`src/rtl/pwm_pkg.sv`:
```
// pwm_pkg: shared widths, limits, FSM state type and saturation helper for
// the pwm_capture block and its prescaler.
package pwm_pkg;

  localparam int unsigned PWM_VAL_W = 5;
  localparam int unsigned PWM_CNT_W = 6;

  localparam logic [PWM_CNT_W-1:0] PWM_SAT     = PWM_CNT_W'(31);
  localparam logic [PWM_CNT_W-1:0] PWM_TIMEOUT = PWM_CNT_W'(63);

  // Explicit encodings keep the legacy state numbering.
  typedef enum logic [1:0] {
    ST_IDLE = 2'd0,
    ST_HIGH = 2'd1,
    ST_LOW  = 2'd2
  } pwm_state_t;

  // Clamp a tick count to the published output range.
  function automatic logic [PWM_VAL_W-1:0] pwm_sat(input logic [PWM_CNT_W-1:0] v);
    if (v > PWM_SAT) return PWM_SAT[PWM_VAL_W-1:0];
    return v[PWM_VAL_W-1:0];
  endfunction

  function automatic logic pwm_over(input logic [PWM_CNT_W-1:0] v);
    return (v > PWM_SAT);
  endfunction

endpackage

```
`src/rtl/pwm_tick_gen.sv`:
```
// pwm_tick_gen: measurement-tick prescaler.
//   clk     - system clock
//   rst     - asynchronous active-high reset
//   restart - force the count back to 0 (aligns ticks to a rising edge)
//   tick    - high for one cycle on the terminal count CLK_PER_TICK-1
module pwm_tick_gen #(
  parameter int unsigned CLK_PER_TICK = 50
) (
  input  logic clk,
  input  logic rst,
  input  logic restart,
  output logic tick
);

  localparam int unsigned CW = $clog2(CLK_PER_TICK);
  localparam logic [CW-1:0] TERM = CW'(CLK_PER_TICK - 1);

  logic [CW-1:0] cnt;

  always_ff @(posedge clk or posedge rst) begin
    if (rst) begin
      cnt <= '0;
    end else if (restart || (cnt == TERM)) begin
      cnt <= '0;
    end else begin
      cnt <= cnt + CW'(1);
    end
  end

  // Not gated by restart: a tick landing on the closing rising edge still
  // belongs to the measurement being closed.
  assign tick = (cnt == TERM);

endmodule

```
`src/rtl/pwm_capture.sv`:
```
// pwm_capture: measures period and high time of an asynchronous PWM input
// in units of CLK_PER_TICK clock cycles.
//   clk    - system clock
//   rst    - asynchronous active-high reset
//   pwm_in - asynchronous PWM waveform
//   en     - publish completed measurements when high; outputs hold when low
//   period - last measured rise-to-rise time in ticks (saturates at 31)
//   duty   - last measured high time in ticks (saturates at 31)
//   valid  - one-cycle pulse when period/duty are loaded
//   err    - sticky timeout/saturation flag, cleared by the next good publish
// Build option: define PWM_CAPTURE_GLITCH_FILTER_EN to reject pulses of
// 2 clk cycles or less (adds 2 cycles of latency).
module pwm_capture
  import pwm_pkg::*;
#(
  parameter int unsigned CLK_PER_TICK = 50
) (
  input  logic                 clk,
  input  logic                 rst,
  input  logic                 pwm_in,
  input  logic                 en,
  output logic [PWM_VAL_W-1:0] period,
  output logic [PWM_VAL_W-1:0] duty,
  output logic                 valid,
  output logic                 err
);

  logic sync1;
  logic sync2;
  logic s_pwm;
  logic s_prev;
  logic rise;
  logic fall;
  logic tick;

  always_ff @(posedge clk or posedge rst) begin
    if (rst) begin
      sync1  <= 1'b0;
      sync2  <= 1'b0;
      s_prev <= 1'b0;
    end else begin
      sync1  <= pwm_in;
      sync2  <= sync1;
      s_prev <= s_pwm;
    end
  end

`ifdef PWM_CAPTURE_GLITCH_FILTER_EN
  logic [1:0] hist;
  logic       filt;

  always_ff @(posedge clk or posedge rst) begin
    if (rst) begin
      hist <= '0;
      filt <= 1'b0;
    end else begin
      hist <= {hist[0], sync2};
      filt <= s_pwm;
    end
  end

  // The filtered level follows sync2 only once three consecutive samples
  // (sync2 and its two predecessors) agree.
  always_comb begin
    s_pwm = filt;
    if ((sync2 == hist[0]) && (sync2 == hist[1])) s_pwm = sync2;
  end
`else
  always_comb begin
    s_pwm = sync2;
  end
`endif

  assign rise = s_pwm & ~s_prev;
  assign fall = ~s_pwm & s_prev;

  // After reset the synchronizer starts at 0, so a pwm_in that is already
  // high would look like a rising edge. Starting a measurement is therefore
  // only allowed once the pipeline has settled and a low level was seen.
  logic [2:0] settle;
  logic       armed;

  always_ff @(posedge clk or posedge rst) begin
    if (rst) begin
      settle <= '0;
      armed  <= 1'b0;
    end else if (settle != 3'd4) begin
      settle <= settle + 3'd1;
    end else if (!s_pwm) begin
      armed <= 1'b1;
    end
  end

  pwm_tick_gen #(
    .CLK_PER_TICK(CLK_PER_TICK)
  ) u_tick (
    .clk    (clk),
    .rst    (rst),
    .restart(rise),
    .tick   (tick)
  );

  pwm_state_t           state;
  logic [PWM_CNT_W-1:0] tot_cnt;
  logic [PWM_CNT_W-1:0] hi_cnt;
  logic [PWM_CNT_W-1:0] tot_nxt;
  logic [PWM_CNT_W-1:0] hi_nxt;
  logic                 timeout;
  logic                 pend;
  logic [PWM_CNT_W-1:0] pend_tot;
  logic [PWM_CNT_W-1:0] pend_hi;

  assign tot_nxt = tot_cnt + PWM_CNT_W'(tick);
  assign hi_nxt  = hi_cnt + PWM_CNT_W'(tick);
  assign timeout = ((state == ST_HIGH) || (state == ST_LOW)) && (tot_nxt == PWM_TIMEOUT);

  always_ff @(posedge clk or posedge rst) begin
    if (rst) begin
      state    <= ST_IDLE;
      tot_cnt  <= '0;
      hi_cnt   <= '0;
      pend     <= 1'b0;
      pend_tot <= '0;
      pend_hi  <= '0;
    end else begin
      pend <= 1'b0;
      case (state)
        ST_IDLE: begin
          if (rise && armed) begin
            state   <= ST_HIGH;
            tot_cnt <= '0;
            hi_cnt  <= '0;
          end
        end
        ST_HIGH: begin
          if (timeout) begin
            state <= ST_IDLE;
          end else begin
            tot_cnt <= tot_nxt;
            hi_cnt  <= hi_nxt;
            if (fall) state <= ST_LOW;
          end
        end
        ST_LOW: begin
          if (timeout) begin
            state <= ST_IDLE;
          end else if (rise) begin
            // Snapshot includes this cycle's tick; publish happens next cycle.
            pend     <= 1'b1;
            pend_tot <= tot_nxt;
            pend_hi  <= hi_cnt;
            state    <= ST_HIGH;
            tot_cnt  <= '0;
            hi_cnt   <= '0;
          end else begin
            tot_cnt <= tot_nxt;
          end
        end
        default: state <= ST_IDLE;
      endcase
    end
  end

  always_ff @(posedge clk or posedge rst) begin
    if (rst) begin
      period <= '0;
      duty   <= '0;
      valid  <= 1'b0;
      err    <= 1'b0;
    end else begin
      valid <= pend && en;
      if (pend && en) begin
        period <= pwm_sat(pend_tot);
        duty   <= pwm_sat(pend_hi);
        err    <= pwm_over(pend_tot) || pwm_over(pend_hi);
      end
      if (timeout) err <= 1'b1;
    end
  end

endmodule

```
`config.mk`:
```
export PLATFORM = sky130hd
export DESIGN_NAME = pwm_capture
export DESIGN_NICKNAME = d
export VERILOG_FILES = /design/src/rtl/pwm_pkg.sv /design/src/rtl/pwm_tick_gen.sv /design/src/rtl/pwm_capture.sv
export SDC_FILE = /design/constraint.sdc
export NUM_CORES = 1
export LEC_CHECK = 0
export ABC_CLOCK_PERIOD_IN_PS = 3440
export BUFFER_PORTS_ARGS = -buffer_cell sky130_fd_sc_hd__buf_4
export CAP_MARGIN = 20
export CORE_ASPECT_RATIO = 1.4
export CORE_UTILIZATION = 35
export DETAILED_ROUTE_END_ITERATION = 12
export PLACE_DENSITY = 0.52
export SLEW_MARGIN = 15
export SYNTH_ARGS = -nofsm -noshare
export SYNTH_HDL_FRONTEND = slang
export SYNTH_HIERARCHICAL = 1
export SYNTH_SLANG_ARGS = --single-unit
```
`constraint.sdc`:
```
create_clock -name clk -period 3.44 [get_ports clk]
set_input_delay 0.344 -clock clk [delete_from_list [all_inputs] [get_ports clk]]
set_output_delay 0.344 -clock clk [all_outputs]
set_load 0.03 [all_outputs]
```
==> metrics, run 1 <==
hpwl dp=3.37 mm; fraction of final layout cells sized beyond drive strength 1=between 10% and 20%; clock root cell=clkbuf_8; Net Count, Synth=~260; FF-to-FF Start=u_tick/cnt[1]$_DFF_PP0_; clock latency on the worst-skew pair=between 0.3 and 0.4 ns; Crit Path Class=reg2reg; Post-CTS Setup Bufs=0; number of synthesized register bits=52; initial antenna violation count=0; starting DRC count in detailed routing=66; Fillers=just under 700; CTS Buffer Depth=2; largest net degree at the start of global routing=47; Hold Violations, Final=0; CTS Sinks=52; Die X=73.7 um; TNS Setup=0 ns; vias per cell=4.88; Yosys top cell area share=roughly 52%; drt total wl=about 4.7 mm; status=finished clean; PD cells=around 670 mW/mm2; Crit. End Element=flip-flop; Critical Path Max Stage Delay=approximately 0.47 ns; worst slew pin tran=roughly 0.64 ns; Post-synth EDFFs=0; count of input and output buffers=15; dpl ws=approximately 0.56 ns; TritonCTS clock tree=built; max-slew violations=0; CP arrival=3.05 ns; CTS Buf Count=5; die area=about 0.0075 mm2; GP Congestion=0.739; I/O Pins=16; Hold WC Path Type=in2reg; WP buf/inv=1; Total GRT Usage=14.2%; core box area=roughly 0.0070 mm2; sequential area share after synthesis=about half; die height=roughly 100 um; Ys Warns=6; syn avg cell area=10.3 um2; initial core utilization=36.1%; FFs w/ async S/R, synth=100%; DRC viols=0; setup slack after layout=~0.59 ns; Via Count=~1700; Max VDD drop=0.300 mV; CP Launch Type=flip-flop; unrepaired setup endpoints after global routing=no; slowest CP cell=nand4_2; Nets=between 200 and 300; prevailing post-synth register cell=dfrtp_1; Final min period=~2.9 ns; maxcap violations=0; Yosys top cell by area=dfrtp_1; Routed WL per cell=about 13 um; Lkg Pwr=1.36 nW; Area Overhead vs Synth=14.7%; Rel. slew slack=57.3%; worst-path fanout max=17; CP cell instances=inv_1 -> ha_1 -> nand4b_1 -> nor2_1 -> ha_1 -> ha_1 -> and4_1 -> nand4_1 -> nand4_2 -> mux2_4; htree depth=2; Synth cell types=50; first-pass GRT wire length=around 8.3 mm; vias in the first global route=~1700; post_cts resized=0; Final Skew=0.00595 ns; CP startpoint=u_tick/cnt[1]$_DFF_PP0_; most used cell, CP=ha_1; first-pass detailed-route iteration total=4; Final ANT Viol Nets=0; Syn Std Cell Area=0.00252 mm2; clk slew on worst S/H paths=roughly 0.10 ns; Power Total=~1.9 mW; Final Core Density=between 40% and 50%; FMAX=roughly 350 MHz; Antenna diodes=0; worst endpoint required time=~3.6 ns; Cell Rows=36; period utilisation layout=~83%; Worst path top cell family by delay=simple AND/OR/NAND/NOR gates; Synth area leaders=dfrtp_1, ha_1, nor2_1; post-synthesis cell count=approximately 240; beginning of the worst hold path=pwm_in; # setup viols final=0; gr ovfl total=0
==> cell families (layout without fill, tap and decap cells) <==
kind of cell             count (synthesis)  in the layout  synth area share, %
flip-flops                              52             52                 51.7
XOR/XNOR                                 7              7                 2.43
AO/OA/AOI/OAI                           54             54                 14.7
multiplexers                             9              9                 4.47
adder cells (fa/ha/maj)                 13             13                 6.46
buffers and inverters                   18             37                 2.78
AND/OR/NAND/NOR                         91             91                 17.5
==> routing by layer <==
metal  part of all wire [%]  vias up  track usage [%]
met1                     45      836             16.9
met5                      0        -                0
met2                     50       28             24.8
met4                    2.1        0             5.92
li1                       -      873                -
met3                    2.6        9             2.66
==> registers in the layout, indices dropped and copies added, names as in the netlist, 2 cells and up <==
| register | count |
|---|---|
| duty | 5 |
| hi_cnt | 6 |
| pend_hi | 6 |
| pend_tot | 6 |
| period | 5 |
| settle | 3 |
| state | 2 |
| tot_cnt | 6 |
| u_tick/cnt | 6 |
==> worst register-to-register path, stage by stage (launching register included) <==
cell	delay [ns]
dfrtp_1	0.41
inv_1	0.06
ha_1	0.13
nand4b_1	0.11
nor2_1	0.22
ha_1	0.19
ha_1	0.25
and4_1	0.24
nand4_1	0.22
nand4_2	0.47
mux2_4	0.45
==> area by class of cell <==
class | count | area [um2] | share of cell area (%)
clock buffers | 6 | 82.6 | 2.86
flip-flops and latches | 52 | 1300 | 45.1
inverters | 11 | 41.3 | 1.43
multi-input cells | 174 | 1150 | 39.7
repair buffers | 18 | 158 | 5.46
clock inverters | 2 | 38.8 | 1.34
well taps | 95 | 119 | 4.12
==> metrics by stage <==
| stage | cell area [um2] | cells | hold slack (ns) |
|---|---|---|---|
| final | 2890 | 358 | 0.140 |
| after global routing | 2890 | 358 | 0.127 |
| after CTS | 2860 | 357 | 0.129 |
| after detailed placement | 2730 | 348 | 0.299 |
| after global placement | 2730 | 348 | 0.293 |
| after floorplan | 2520 | 244 | 0.135 |
==> repair_timing <==
| item | in CTS | in global routing |
|---|---|---|
| hold buffers | 1 | 0 |
| endpoints found under the setup margin | 0 | 0 |
| hold endpoints to repair | 6 | 0 |
==> cells in the final DEF, fill, tap and decap left out, drive strengths merged, types with 2 or more instances in the layout <==
cell type	netlist	layout
buf	3	17
a32o	3	3
and2	3	3
clkbuf	4	6
a211o	2	2
inv	11	11
ha	13	13
o21ai	19	19
nand3	13	13
nor2	37	37
nor2b	3	3
dfrtp	52	52
mux2	9	9
or2	2	2
a31oi	2	2
a21oi	13	13
xor2	4	4
nand2	19	19
nand2b	5	5
xnor2	3	3
o31ai	3	3
o21bai	2	2
nand4	2	2
==> report_power, final <==
| part | switching (mW) | leakage [nW] | total (mW) | internal, mW |
|---|---|---|---|---|
| Clock | 0.207 | 0.0614 | 0.446 | 0.238 |
| Combinational | 0.423 | 0.617 | 0.704 | 0.281 |
| Sequential | 0.0686 | 0.679 | 0.782 | 0.713 |
==> worst paths after layout <==
check                           cells after the start                       to  slack (ns)
worst max-delay path                               10   pend_hi[1]$_DFFE_PP0P_        0.59
worst min-delay path                                1          sync1$_DFF_PP0_        0.14
worst max register to register                     10   pend_hi[1]$_DFFE_PP0P_        0.59
worst min register to register                      0          s_pwm$_DFF_PP0_        0.36
max in group asynchronous                           4    hi_cnt[2]$_DFFE_PP0P_        2.23
min in group asynchronous                           3  u_tick/cnt[5]$_DFF_PP0_        0.52
==> synthesized netlist by cell type, types with 3 or more instances <==
master	instances
o21ai_0	18
nor2b_1	3
nand3_1	12
mux2_4	3
o31ai_1	3
clkbuf_1	4
xnor2_1	3
mux2_2	6
xor2_1	4
nand2_1	19
a21oi_1	11
inv_1	11
nor2_1	37
a32o_1	3
dfrtp_1	52
nand2b_1	5
ha_1	13
Note: power is estimated with default switching activity, not from simulation.
==> run 2, diff against run 1 <==
Settings changed: ABC_CLOCK_PERIOD_IN_PS 3440 to 2300, PLACE_DENSITY 0.52 to 0.54.
Clock period 3.44 ns to 2.3 ns, I/O delays scaled along.
==> metrics, run 2 (synthesized netlist as in run 1, its figures left out) <==
FF-to-FF path depth=12 (+2); worst endpoint required time=2.50 ns (-1.14 ns); beginning of the worst hold path=pwm_in; CP Launch Type=flip-flop; met2 usage=25.3% (+0.49 points); FF+latch area=0.00130 mm2 (unchanged); # setup viols final=26 (+26); Area Overhead vs Synth=26.2%; largest net degree at the start of global routing=30 (-36%); DRC viols=0 (unchanged); setup slack after layout=-0.197 ns (-0.785 ns); die height=102 um (unchanged); Final min period=2.50 ns (-0.355 ns); maxcap violations=0 (unchanged); PD cells=920 mW/mm2 (+38%); met3 Usage GRT=2.07% (-0.59 points); Cells after DPL=371 (+6.6%); Lkg Pwr=1.49 nW (+9.6%); GR Layer Usage met1=17.3% (+0.34 points); TritonCTS clock tree=built; Nets=307 (+10%); core box area=0.00698 mm2 (unchanged); Final Skew=0.00355 ns (-0.00240 ns); period utilisation layout=109% (+26 points); starting DRC count in detailed routing=66 (unchanged); Routed WL per cell=12.7 um (-3.5%); clock latency on the worst-skew pair=0.31 ns (about the same); initial core utilization=36.1% (unchanged); count of input and output buffers=15 (unchanged); dpl ws=-0.266 ns (-0.829 ns); status=complete, but fails checks; worst slew pin tran=0.619 ns (-0.0207 ns); Max VDD drop=0.422 mV (+41%); Final ANT Viol Nets=0 (unchanged); gr ovfl total=0 (unchanged); CTS Buf Count=5 (unchanged); CP arrival=2.70 ns (-0.35 ns); unrepaired setup endpoints after global routing=yes; max-slew violations=0 (unchanged); initial antenna violation count=0 (unchanged); die area=0.00754 mm2 (unchanged); FF-to-FF Start=u_tick/cnt[1]$_DFF_PP0_; CTS Sinks=52 (unchanged); Die X=73.7 um (unchanged); Antenna diodes=0 (unchanged); drt total wl=4.91 mm (+4.0%); GP Congestion=0.813 (+10%); Total GRT Usage=14.4% (+0.17 points); worst-path fanout max=2 (-15); fraction of final layout cells sized beyond drive strength 1=30.9% (+15 points); clock root cell=clkbuf_8; Via Count=1840 (+5.4%); Rel. slew slack=58.7% (+1.4 points); TNS Setup=-3.10 ns (-3.10 ns); Final Core Density=45.5% (+4.2 points); CTS Buffer Depth=2 (unchanged); Fillers=663 (-1.6%); most common cell after layout, fill and taps aside=dfrtp_1; violated checks=negative setup slack; Hold Violations, Final=0 (unchanged); hpwl dp=3.61 mm (+7.1%); CP startpoint=u_tick/cnt[1]$_DFF_PP0_; Hold WC Path Type=in2reg; grt peak-use layer=met2; Crit Path Class=reg2reg; Crit. End Element=flip-flop; Cell Rows=36 (unchanged); commonest non-fill, non-tap cells in the layout=dfrtp_1, buf_4, nor2_1, nand2_1, nand3_1; first-pass detailed-route iteration total=4 (unchanged); vias in the first global route=1772 (+1.5%); hold path depth=1 (unchanged); Post-Layout Cell Count=386 (+7.8%); htree depth=2 (unchanged); FMAX=400 MHz (+14%); Multi-input gate area=0.00127 mm2 (+11%); vias per cell=4.77 (-2.3%); first-pass GRT wire length=8.21 mm (-1.1%); clk slew on worst S/H paths=0.09 ns (about the same); I/O Pins=16 (unchanged)
==> run 2: power by group <==
| part | leakage (nW) | internal [mW] | switching [mW] |
|---|---|---|---|
| sequential | 0.679 | 1.07 | 0.0902 |
| combinational | 0.767 | 0.514 | 0.732 |
| clock | 0.0414 | 0.217 | 0.305 |
| total | 1.49 | 1.80 | 1.13 |
==> run 2: metal layers <==
layer  wire length [um]  up-vias
met5                  0        -
met4                 80        0
met3                158        7
met2               2550       29
met1               2120      871
li1                   -      933
==> run 2: worst paths after layout <==
path,end,slack (ns)
worst max-delay path,state[0]$_DFFE_PP0P_,-0.20
worst min-delay path,sync1$_DFF_PP0_,0.02
worst max register to register,state[0]$_DFFE_PP0P_,-0.20
worst min register to register,s_pwm$_DFF_PP0_,0.36
max in group asynchronous,tot_cnt[2]$_DFFE_PP0P_,1.16
min in group asynchronous,u_tick/cnt[4]$_DFF_PP0_,0.40
==> run 2: cell type report <==
class / instances / share of cell area (%)
Clock inverter: 2 / 0.512
Timing Repair Buffer: 45 / 11.2
Clock buffer: 6 / 2.28
Multi-Input combinational cell: 175 / 40.1
Tap cell: 95 / 3.74
Inverter: 11 / 1.30
Sequential cell: 52 / 40.9
==> run 2: timing repair <==
action | 4_1_cts | 5_1_grt
setup buffers | 3 | 2
hold endpoints to repair | 6 | 0
setup endpoints to repair | 27 | 27
pin swaps | 5 | 8
gates resized for setup | 8 | 12
hold buffers | 1 | 0
cloned | 1 | 0
==> run 2: metrics by stage <==
stage / instance area [um2] / hold WS (ns) / power (mW)
after floorplan: 2580 / 0.0210 / 1.97
after global placement: 2950 / 0.178 / 2.35
after detailed placement: 2950 / 0.177 / 2.36
after CTS: 3110 / 0.0143 / 2.93
after global routing: 3180 / 0.0113 / 3.11
final: 3180 / 0.0231 / 2.92
==> run 2: critical path, cell delays in order, from the launching register on <==
cell      delay (ns)
dfrtp_1         0.40
inv_2           0.05
ha_2            0.15
nand4b_1        0.13
nor2_2          0.15
ha_2            0.21
ha_4            0.13
and4_4          0.22
nand4_1         0.12
buf_4           0.17
and2_4          0.15
a22o_1          0.21
mux2_4          0.30
